==> src/rtl/rst_sequencer_pkg.sv <==
// Shared state encodings and default cycle constants for the reset sequencer.
// Imported by the RTL and by the bench so both agree on timing.
package rst_sequencer_pkg;

    typedef enum logic [2:0] {
        ST_WAIT_LOCK = 3'd0,
        ST_MEM_INIT  = 3'd1,
        ST_PPU_HOLD  = 3'd2,
        ST_RUN       = 3'd3,
        ST_SOFT      = 3'd4
    } state_t;

    localparam int LOCK_STABLE_CYC_DEF = 1024;
    localparam int HOLD_CYC_DEF        = 16;
    localparam int MEM_TIMEOUT_CYC_DEF = 65535;
    localparam int CNT_W_DEF           = 16;

    // Terminal count (cyc-1), clamped to what a w-bit counter can reach
    function automatic longint unsigned sat_term(input int cyc, input int w);
        longint unsigned mx;
        longint unsigned t;
        mx = (w >= 64) ? '1 : ((64'd1 << w) - 64'd1);
        t  = (cyc < 1) ? 64'd0 : (64'(cyc) - 64'd1);
        return (t > mx) ? mx : t;
    endfunction

endpackage

==> src/rtl/rst_sequencer_if.sv <==
// Lock/init/soft-reset inputs and reset outputs of the sequencer.
// master = sequencer side, slave = system side.
interface rst_sequencer_if;

    logic i_pll_locked;
    logic i_mem_init_done;
    logic i_soft_rst_req;
    logic o_mem_rst;
    logic o_ppu_rst;
    logic o_cpu_rst;
    logic o_ready;
    logic o_mem_timeout;

    modport master (
        input  i_pll_locked,
        input  i_mem_init_done,
        input  i_soft_rst_req,
        output o_mem_rst,
        output o_ppu_rst,
        output o_cpu_rst,
        output o_ready,
        output o_mem_timeout
    );

    modport slave (
        output i_pll_locked,
        output i_mem_init_done,
        output i_soft_rst_req,
        input  o_mem_rst,
        input  o_ppu_rst,
        input  o_cpu_rst,
        input  o_ready,
        input  o_mem_timeout
    );

endinterface

==> src/rtl/rst_seq_cnt.sv <==
// Saturating up-counter with synchronous clear and terminal-count compare.
module rst_seq_cnt #(
    parameter int CNT_W = 16
) (
    input  logic             clk,
    input  logic             rst,
    input  logic             clr,
    input  logic             inc,
    input  logic [CNT_W-1:0] term,
    output logic             tc
);

    logic [CNT_W-1:0] cnt;

    always_ff @(posedge clk) begin
        if (rst || clr) begin
            cnt <= '0;
        end else if (inc && (cnt != '1)) begin
            cnt <= cnt + 1'b1;
        end
    end

    assign tc = (cnt == term);

endmodule

==> src/rtl/rst_sequencer.sv <==
// Ordered release of memory, PPU and CPU resets after PLL lock,
// with memory-init timeout retry and console soft reset.
module rst_sequencer
    import rst_sequencer_pkg::*;
#(
    parameter int LOCK_STABLE_CYC = LOCK_STABLE_CYC_DEF,
    parameter int HOLD_CYC        = HOLD_CYC_DEF,
    parameter int MEM_TIMEOUT_CYC = MEM_TIMEOUT_CYC_DEF,
    parameter int CNT_W           = CNT_W_DEF
) (
    input  logic            i_clk,
    input  logic            i_rst,
    rst_sequencer_if.master bus
);

    if (LOCK_STABLE_CYC < 1 || HOLD_CYC < 1 ||
        MEM_TIMEOUT_CYC < 1 || CNT_W < 1) begin : g_bad_param
        $error("rst_sequencer: parameters must be >= 1");
    end

    localparam logic [CNT_W-1:0] LOCK_TERM =
        CNT_W'(sat_term(LOCK_STABLE_CYC, CNT_W));
    localparam logic [CNT_W-1:0] HOLD_TERM =
        CNT_W'(sat_term(HOLD_CYC, CNT_W));
    localparam logic [CNT_W-1:0] TMO_TERM =
        CNT_W'(sat_term(MEM_TIMEOUT_CYC, CNT_W));

    state_t           state;
    state_t           nxt;
    logic             clr;
    logic             inc;
    logic             tc;
    logic             set_tmo;
    logic [CNT_W-1:0] term;
    logic             mem_n;
    logic             ppu_n;
    logic             cpu_n;
    logic             ready_n;

    rst_seq_cnt #(.CNT_W(CNT_W)) u_cnt (
        .clk  (i_clk),
        .rst  (i_rst),
        .clr  (clr),
        .inc  (inc),
        .term (term),
        .tc   (tc)
    );

    always_comb begin
        nxt     = state;
        clr     = 1'b0;
        inc     = 1'b0;
        set_tmo = 1'b0;
        term    = HOLD_TERM;
        if (state != ST_WAIT_LOCK && !bus.i_pll_locked) begin
            nxt = ST_WAIT_LOCK;
            clr = 1'b1;
        end else begin
            unique case (state)
                ST_WAIT_LOCK: begin
                    term = LOCK_TERM;
                    if (!bus.i_pll_locked) begin
                        clr = 1'b1;
                    end else if (tc) begin
                        nxt = ST_MEM_INIT;
                        clr = 1'b1;
                    end else begin
                        inc = 1'b1;
                    end
                end
                ST_MEM_INIT: begin
                    term = TMO_TERM;
                    // Done wins over a coincident timeout
                    if (bus.i_mem_init_done) begin
                        nxt = ST_PPU_HOLD;
                        clr = 1'b1;
                    end else if (tc) begin
                        nxt     = ST_WAIT_LOCK;
                        clr     = 1'b1;
                        set_tmo = 1'b1;
                    end else begin
                        inc = 1'b1;
                    end
                end
                ST_PPU_HOLD, ST_SOFT: begin
                    if (tc) begin
                        nxt = (state == ST_SOFT) ? ST_PPU_HOLD : ST_RUN;
                        clr = 1'b1;
                    end else begin
                        inc = 1'b1;
                    end
                end
                ST_RUN: begin
                    if (bus.i_soft_rst_req) begin
                        nxt = ST_SOFT;
                        clr = 1'b1;
                    end
                end
                default: begin
                    nxt = ST_WAIT_LOCK;
                    clr = 1'b1;
                end
            endcase
        end
    end

    // Outputs decode the next state so they register on the entry edge
    always_comb begin
        mem_n   = 1'b1;
        ppu_n   = 1'b1;
        cpu_n   = 1'b1;
        ready_n = 1'b0;
        unique case (nxt)
            ST_MEM_INIT: mem_n = 1'b0;
            ST_PPU_HOLD: begin
                mem_n = 1'b0;
                ppu_n = 1'b0;
            end
            ST_RUN: begin
                mem_n   = 1'b0;
                ppu_n   = 1'b0;
                cpu_n   = 1'b0;
                ready_n = 1'b1;
            end
            ST_SOFT: mem_n = 1'b0;
            default: ;
        endcase
    end

    always_ff @(posedge i_clk) begin
        if (i_rst) begin
            state             <= ST_WAIT_LOCK;
            bus.o_mem_rst     <= 1'b1;
            bus.o_ppu_rst     <= 1'b1;
            bus.o_cpu_rst     <= 1'b1;
            bus.o_ready       <= 1'b0;
            bus.o_mem_timeout <= 1'b0;
        end else begin
            state             <= nxt;
            bus.o_mem_rst     <= mem_n;
            bus.o_ppu_rst     <= ppu_n;
            bus.o_cpu_rst     <= cpu_n;
            bus.o_ready       <= ready_n;
            bus.o_mem_timeout <= bus.o_mem_timeout | set_tmo;
        end
    end

endmodule

==> src/flat_wrapper.sv <==
// flat-port wrapper written by rule: the top's interface ports become plain ports
module rst_sequencer_flat import rst_sequencer_pkg::*;
#(
    parameter int LOCK_STABLE_CYC = LOCK_STABLE_CYC_DEF,
    parameter int HOLD_CYC        = HOLD_CYC_DEF,
    parameter int MEM_TIMEOUT_CYC = MEM_TIMEOUT_CYC_DEF,
    parameter int CNT_W           = CNT_W_DEF
)
  (i_clk, i_rst, bus_i_pll_locked, bus_i_mem_init_done, bus_i_soft_rst_req, bus_o_mem_rst, bus_o_ppu_rst, bus_o_cpu_rst, bus_o_ready, bus_o_mem_timeout);
  rst_sequencer_if bus_i ();
  input  logic i_clk;
  input  logic i_rst;
  input wire logic [$bits(bus_i.i_pll_locked)-1:0] bus_i_pll_locked;
  input wire logic [$bits(bus_i.i_mem_init_done)-1:0] bus_i_mem_init_done;
  input wire logic [$bits(bus_i.i_soft_rst_req)-1:0] bus_i_soft_rst_req;
  output wire logic [$bits(bus_i.o_mem_rst)-1:0] bus_o_mem_rst;
  output wire logic [$bits(bus_i.o_ppu_rst)-1:0] bus_o_ppu_rst;
  output wire logic [$bits(bus_i.o_cpu_rst)-1:0] bus_o_cpu_rst;
  output wire logic [$bits(bus_i.o_ready)-1:0] bus_o_ready;
  output wire logic [$bits(bus_i.o_mem_timeout)-1:0] bus_o_mem_timeout;
  assign bus_i.i_pll_locked = bus_i_pll_locked;
  assign bus_i.i_mem_init_done = bus_i_mem_init_done;
  assign bus_i.i_soft_rst_req = bus_i_soft_rst_req;
  assign bus_o_mem_rst = bus_i.o_mem_rst;
  assign bus_o_ppu_rst = bus_i.o_ppu_rst;
  assign bus_o_cpu_rst = bus_i.o_cpu_rst;
  assign bus_o_ready = bus_i.o_ready;
  assign bus_o_mem_timeout = bus_i.o_mem_timeout;
  rst_sequencer #(.LOCK_STABLE_CYC(LOCK_STABLE_CYC), .HOLD_CYC(HOLD_CYC), .MEM_TIMEOUT_CYC(MEM_TIMEOUT_CYC), .CNT_W(CNT_W)) u_core (.i_clk(i_clk), .i_rst(i_rst), .bus(bus_i));
endmodule
==> config.mk <==
export PLATFORM = sky130hd
export DESIGN_NAME = rst_sequencer_flat
export DESIGN_NICKNAME = d
export VERILOG_FILES = /design/src/rtl/rst_sequencer_pkg.sv /design/src/rtl/rst_sequencer_if.sv /design/src/rtl/rst_seq_cnt.sv /design/src/rtl/rst_sequencer.sv /design/src/flat_wrapper.sv
export SDC_FILE = /design/constraint.sdc
export NUM_CORES = 1
export LEC_CHECK = 0
export ABC_AREA = 1
export ABC_CLOCK_PERIOD_IN_PS = 4900
export BUFFER_PORTS_ARGS = -buffer_cell sky130_fd_sc_hd__buf_4
export CELL_PAD_IN_SITES_DETAIL_PLACEMENT = 0
export CELL_PAD_IN_SITES_GLOBAL_PLACEMENT = 1
export CORE_MARGIN = 2
export CORE_UTILIZATION = 25
export CTS_CLUSTER_SIZE = 24
export DETAILED_ROUTE_END_ITERATION = 12
export PLACE_DENSITY = 0.58
export SLEW_MARGIN = 30
export SYNTH_ARGS = -nofsm -noshare
export SYNTH_HDL_FRONTEND = slang
export SYNTH_SLANG_ARGS = --single-unit
==> constraint.sdc <==
create_clock -name i_clk -period 4.9 [get_ports i_clk]
set_input_delay 1.47 -clock i_clk [delete_from_list [all_inputs] [get_ports i_clk]]
set_output_delay 1.47 -clock i_clk [all_outputs]
set_load 0.02 [all_outputs]
After elaboration in Yosys (flattened, before gate mapping)

Index checks and enable logic that the tools add are counted.
Widths: inputs -> output; s select.

Flip-flop bits (word level): 24
Bits in latches: 0
Memory bits (writable): 0
Bits in read-only memories: 0
Memories kept: 0

Add/sub/neg operators: 1
Multiply operators: 0
Div/mod/pow operators: 0
Order comparisons: 0
Equal/unequal tests: 10
Shift operators: 0
Mux-type cells: 29
Bitwise logic cells: 1
Reductions and logical operators: 9

Operators with widths:

| kind                  | number |
|---|---|
| $pmux 16 s2           | 1 |
| $mux 3                | 7 |
| $mux 1                | 17 |
| $add 16x1->16 const B | 1 |
| $eq 16x16->1          | 1 |
| $mux 16               | 1 |
| $ne 16x16->1 const B  | 1 |
| $eq 3x2->1 const B    | 4 |
| $pmux 3 s4            | 1 |
| $eq 3x1->1 const B    | 2 |
| $eq 3x3->1 const B    | 2 |
| $pmux 1 s4            | 1 |
| $reduce_or 2->1       | 2 |
| $reduce_or 4->1       | 1 |
| $logic_not 3->1       | 1 |
| $pmux 1 s3            | 1 |
| $reduce_bool 3->1     | 1 |
| $logic_and 1x1->1     | 2 |
| $logic_not 1->1       | 1 |
| $logic_or 1x1->1      | 1 |
| $or 1x1->1            | 1 |

Depth between registers and ports, before layout

Depth after elaboration: 11
Gate-level depth with buffers: 15
Mapped depth without buffers: 15

Cells and area by module

A second synthesis with hierarchy kept.

Cells, all modules: 249
Area, all modules: 1627.8 um2

By module, submodules not included:

| module        | times used | cells each | area an instance (um2) |
|---|---|---|---|
| rst_seq_cnt   | 1          | 179        | 1154.9 |
| rst_sequencer | 1          | 70         | 473.0 |

Worst setup path before layout

OpenSTA, ideal clock, no wires.

Kind: input to register
From: input port bus_i_pll_locked
To: register u_core.u_cnt.cnt[5]
Setup time: 0.116 ns
Arrival time: 2.478 ns
Data required time: 4.784 ns
Slack: 2.306 ns
Cell stages on the path: 11
Buffers on the path: 1
Path through: o21ai_1 inv_1 nand2_1 nand2_2 nand3_4 nand3_2 nand2_4 nand3_4 buf_8 nand2_1 a21oi_2

Cells in the longest elaborated chain, start to end: 9
Elaborated cells on any way between the ends: 16

Ends and longest elaborated chain:

| element                                                      | RTL line                                                      | RTL |
|---|---|---|
| start, declared                                              | flat_wrapper.sv:13                                            | `input wire logic [$bits(bus_i.i_pll_locked)-1:0] bus_i_pll_locked;` |
| $logic_not 1->1                                              | rst_sequencer.sv:55                                           | `if (state != ST_WAIT_LOCK && !bus.i_pll_locked) begin` |
| $logic_and 1x1->1                                            | rst_sequencer.sv:55                                           |  |
| $mux 16                                                      | rst_sequencer.sv:55                                           |  |
| $eq 16x16->1                                                 | rst_seq_cnt.sv:23                                             | `assign tc = (cnt == term);` |
| $mux 1                                                       | rst_sequencer.sv:64, rst_sequencer.sv:77, rst_sequencer.sv:86 |  |
| $mux 1, on equally long branches                             | rst_sequencer.sv:74, rst_sequencer.sv:62                      |  |
| $pmux 1 s4 / $pmux 1 s3 (equally long branches)              | rst_sequencer.sv:59                                           | `unique case (state)` |
| $mux 1                                                       | rst_sequencer.sv:55                                           |  |
| $logic_or 1x1->1 / $logic_and 1x1->1 (equally long branches) | rst_seq_cnt.sv:16, rst_seq_cnt.sv:18                          |  |
| end signal, assigned                                         | rst_seq_cnt.sv:19                                             | `cnt <= cnt + 1'b1;` |
| end, declared                                                | rst_seq_cnt.sv:13                                             | `logic [CNT_W-1:0] cnt;` |

Several ways; a longest one is shown, not always the timed one.
A chain may end at the register's enable or synchronous reset.

Worst setup path after layout

Same ends and word-level chain as after synthesis.

==> summary.md <==
| Metric | Value |
|---|---|
| Seq/Total Area, Yosys | `28.7%` |
| Endpoint class of the critical path | `register` |
| Switching power | `between 80 and 90 uW` |
| TNS Setup | `0 ns` |
| Vias | `1382` |
| Crit Path Max Fanout | `18` |
| GPL Wtd Cong | `0.848` |
| M3 GR Usage | `about 1.4%` |
| Met2 usage | `roughly a fifth` |
| Post-CTS Hold Buffers | `0` |
| Post-Place Cells | `306` |
| Filler cells | `717` |
| Total track usage | `11.4%` |
| Cell Area, Synth | `1670 sq um` |
| Grt ovf | `0` |
| Final WL | `around 3800 microns` |
| Worst-Margin Slew | `0.559 ns` |
| Number of global-route vias before repair | `1374` |
| Mapped Avg Cell Area | `around 7.4 sq um` |
| Multi-input gate area | `997 sq um` |
| RSZ-0062 raised after global routing | `false` |
| Worst Hold Class | `reg -> reg` |
| Levels on crit path | `11` |
| Worst Skew | `0.00814 ns` |
| YS warnings | `0` |
| Setup WS pre-CTS | `1.84 ns` |
| Initial DRT Pass Iterations | `4` |
| Final worst path period share | `a little under three fifths` |
| Largest net degree at the start of global routing | `19` |
| Minimum clock period | `2.75 ns` |
| Root buffer selected by CTS | `clkbuf_8` |
| Synth top area share | `28.7%` |
| DRC | `0` |
| Worst Path Arrival | `2.91 ns` |
| Startpoint Class | `primary input` |
| Reg-to-reg startpoint | `u_core.u_cnt.cnt[0]$_SDFFE_PP0P_` |
| Slowest cell on crit path | `nand3_4` |
| Total core area | `6420 sq um` |
| CP delay by family, top | `simple AND/OR/NAND/NOR gates` |
| Library cells used by synthesis | `38` |
| Leakage Power | `0.740 nW` |
| Layout area overhead | `10.4%` |
| Cell Pwr Density | `216 nW/um^2` |
| Clock Power Share | `45.3%` |
| Initial cell density of the core | `26.0%` |
| Slew Viols, Final | `0` |
| H-tree depth | `1` |
| Layout cell share with drive strength beyond 1 | `27.5%` |
| Register area | `roughly 480 sq um` |
| Cts repair resizes | `0` |
| Setup violators final | `0` |
| Final hold violations | `0` |
| Final net count | `240` |
| R2R cell count | `7` |
| Asr flop ratio synth | `0%` |
| Top_reg_cell synth | `dfxtp_1` |
| Peak VDD IR | `85.7 uV` |
| First-pass GRT wire length | `6630 microns` |
| Number of flops mapped to enable cells by yosys | `0` |
| Hpwl dp | `2850 microns` |
| Vias/cell | `roughly 4.5` |
| Post-synthesis cell count | `225` |
| Combinational power share | `5.5%` |
| Final ANT Viol Nets | `0` |
| Seq pwr share | `49.1%` |
| Switching share of total power | `a little over a fifth` |
| TritonCTS buffer count | `3` |
| Synth area leaders | `dfxtp_1, nand2_1, nand4_1` |
| Clk sinks | `24` |
| CP endpoint | `u_core.u_cnt.cnt[5]$_SDFFE_PP0P_` |
| Slew margin rel. | `62.7%` |
| Clk buf depth | `2` |
| Crit path largest cell delay | `0.26 ns` |
| Clock Latency Late Sink | `about 0.27 ns` |
| Status | `finished clean` |
| Maxcap violations | `0` |
| Std cell rows | `29` |
| FF+latch count, synth | `24` |
| Syn nets | `231` |
| Antenna violations before repair | `0` |
| Global routing's busiest layer | `met2` |
| Number of buffers added for setup after CTS | `0` |
| Final std cells w/o fill | `slightly above 300` |
| Flop2flop setup slack | `2.68 ns` |
| Hold_ws | `about 0.45 ns` |
| IO Pins | `10` |
| IO Port Bufs | `9` |
| Clk slew on worst S/H paths | `0.10 ns` |
| GR Util met1 | `14.5%` |
| Chip height | `85.8 microns` |
| CP cell instances | `buf_4 > o21ai_1 > inv_1 > nand2_1 > nand2_2 > nand3_4 > nand3_2 > nand2_4 > nand3_4 > nand2_1 > a21oi_2` |
| Crit path launch | `bus_i_pll_locked` |
| Internal Power | `312 uW` |
| CTS tree | `yes` |
| Critical setup path kind | `in -> reg` |
| Reg-to-reg endpoint | `u_core.u_cnt.cnt[8]$_SDFFE_PP0P_` |
| WP buf/inv | `2` |
| First DRT Iteration DRCs | `38` |
| Diodes inserted | `0` |
| Dominant cell type by area after synthesis | `dfxtp_1` |
| Die width | `roughly 86 microns` |
| Routed wire length per instance | `12.3 microns` |
| Worst EP required | `5.07 ns` |
| Setup WS post-layout | `between 2 and 2.5 ns` |
| Fmax | `364 MHz` |
| Die ar. | `7360 sq um` |
## worst reg2reg max path: cells and delay by family (launching register included)
kind                     cells  cell delay [ns]
flip-flops                   1             0.44
adder cells (fa/ha/maj)      1             0.27
AO/OA/AOI/OAI                1             0.13
AND/OR/NAND/NOR              5             1.33
## cell usage in the layout, fill, tap and decap left out, drive strengths merged
master and count:
o22ai 1, nor4 1, nor3 3, nand3 9, xnor2 5, buf 9
ha 1, dfxtp 24, bufinv 1, clkinv 2, inv 33, nor2 30
a31oi 1, nand4 20, nand3b 1, o211ai 1, a21oi 18, or2 2
nand2 57, o21ai 3, xor2 7, clkbuf 3, nor4b 1
## cell families after synthesis
kind of cell | share of synthesized area, %
XOR/XNOR | 6.29
buffers and inverters | 11.6
AO/OA/AOI/OAI | 9.96
adder cells (fa/ha/maj) | 0.748
flip-flops | 28.7
AND/OR/NAND/NOR | 42.7
## stage by stage
step / util (%) / power, mW / cell area (sq um)
floorplan: - / 0.219 / 1670
finish: 28.7 / 0.399 / 1850
global route: 28.7 / 0.417 / 1850
detailed placement: 27.6 / 0.223 / 1770
global placement: 27.6 / 0.223 / 1770
CTS: 28.7 / 0.407 / 1850
## layer usage
layer	routed length (microns)	share of wire [%]	up-vias
met5	0	0	-
met4	27	0.71	0
met3	53	1.4	2
met2	1860	49	9
met1	1860	49	624
li1	-	-	747
## flip-flops by register name (all words and copies together) (netlist names)
register,cells
u_core.bus.o_cpu_rst,1
u_core.bus.o_mem_rst,1
u_core.bus.o_mem_timeout,1
u_core.u_cnt.cnt,16
u_core.state,3
u_core.bus.o_ready,1
u_core.bus.o_ppu_rst,1
## how the worst min path moves through the flow
stage                                         from                                  end  cells past startpoint
3_5_place_dp   u_core.bus.o_mem_timeout$_SDFF_PP0_  u_core.bus.o_mem_timeout$_SDFF_PP0_                      2
5_1_grt        u_core.bus.o_mem_timeout$_SDFF_PP0_  u_core.bus.o_mem_timeout$_SDFF_PP0_                      2
6_report       u_core.bus.o_mem_timeout$_SDFF_PP0_  u_core.bus.o_mem_timeout$_SDFF_PP0_                      2
3_3_place_gp   u_core.bus.o_mem_timeout$_SDFF_PP0_  u_core.bus.o_mem_timeout$_SDFF_PP0_                      2
2_1_floorplan     u_core.u_cnt.cnt[3]$_SDFFE_PP0P_     u_core.u_cnt.cnt[3]$_SDFFE_PP0P_                      2
4_1_cts        u_core.bus.o_mem_timeout$_SDFF_PP0_  u_core.bus.o_mem_timeout$_SDFF_PP0_                      2
## synth_stat cells, types with 5 or more instances
cell and instances:
a21oi_1 8, a21oi_2 10, dfxtp_1 24, inv_1 27, inv_2 6, nand2_1 43
nand2_2 12, nand3_1 6, nand4_1 18, nor2_1 17, nor2_2 6, nor2_4 7
xnor2_1 5, xor2_1 7
## area by class of cell
cell class | count | share of cell area (%)
Clock buffer | 3 | 2.24
Clock inverter | 1 | 1.63
Tap cell | 77 | 5.22
Multi-Input combinational cell | 161 | 54.0
Inverter | 35 | 7.19
Timing Repair Buffer | 9 | 3.66
Sequential cell | 24 | 26.0
## power by group through the flow
| stage | registers [mW] | logic (mW) | clock network [mW] |
|---|---|---|---|
| floorplan | 0.201 | 0.0182 | 0 |
| global placement | 0.201 | 0.0226 | 0 |
| detailed placement | 0.201 | 0.0227 | 0 |
| CTS | 0.196 | 0.0228 | 0.188 |
| global route | 0.196 | 0.0244 | 0.196 |
| finish | 0.196 | 0.0221 | 0.181 |
(Power assumes the default switching activity.)
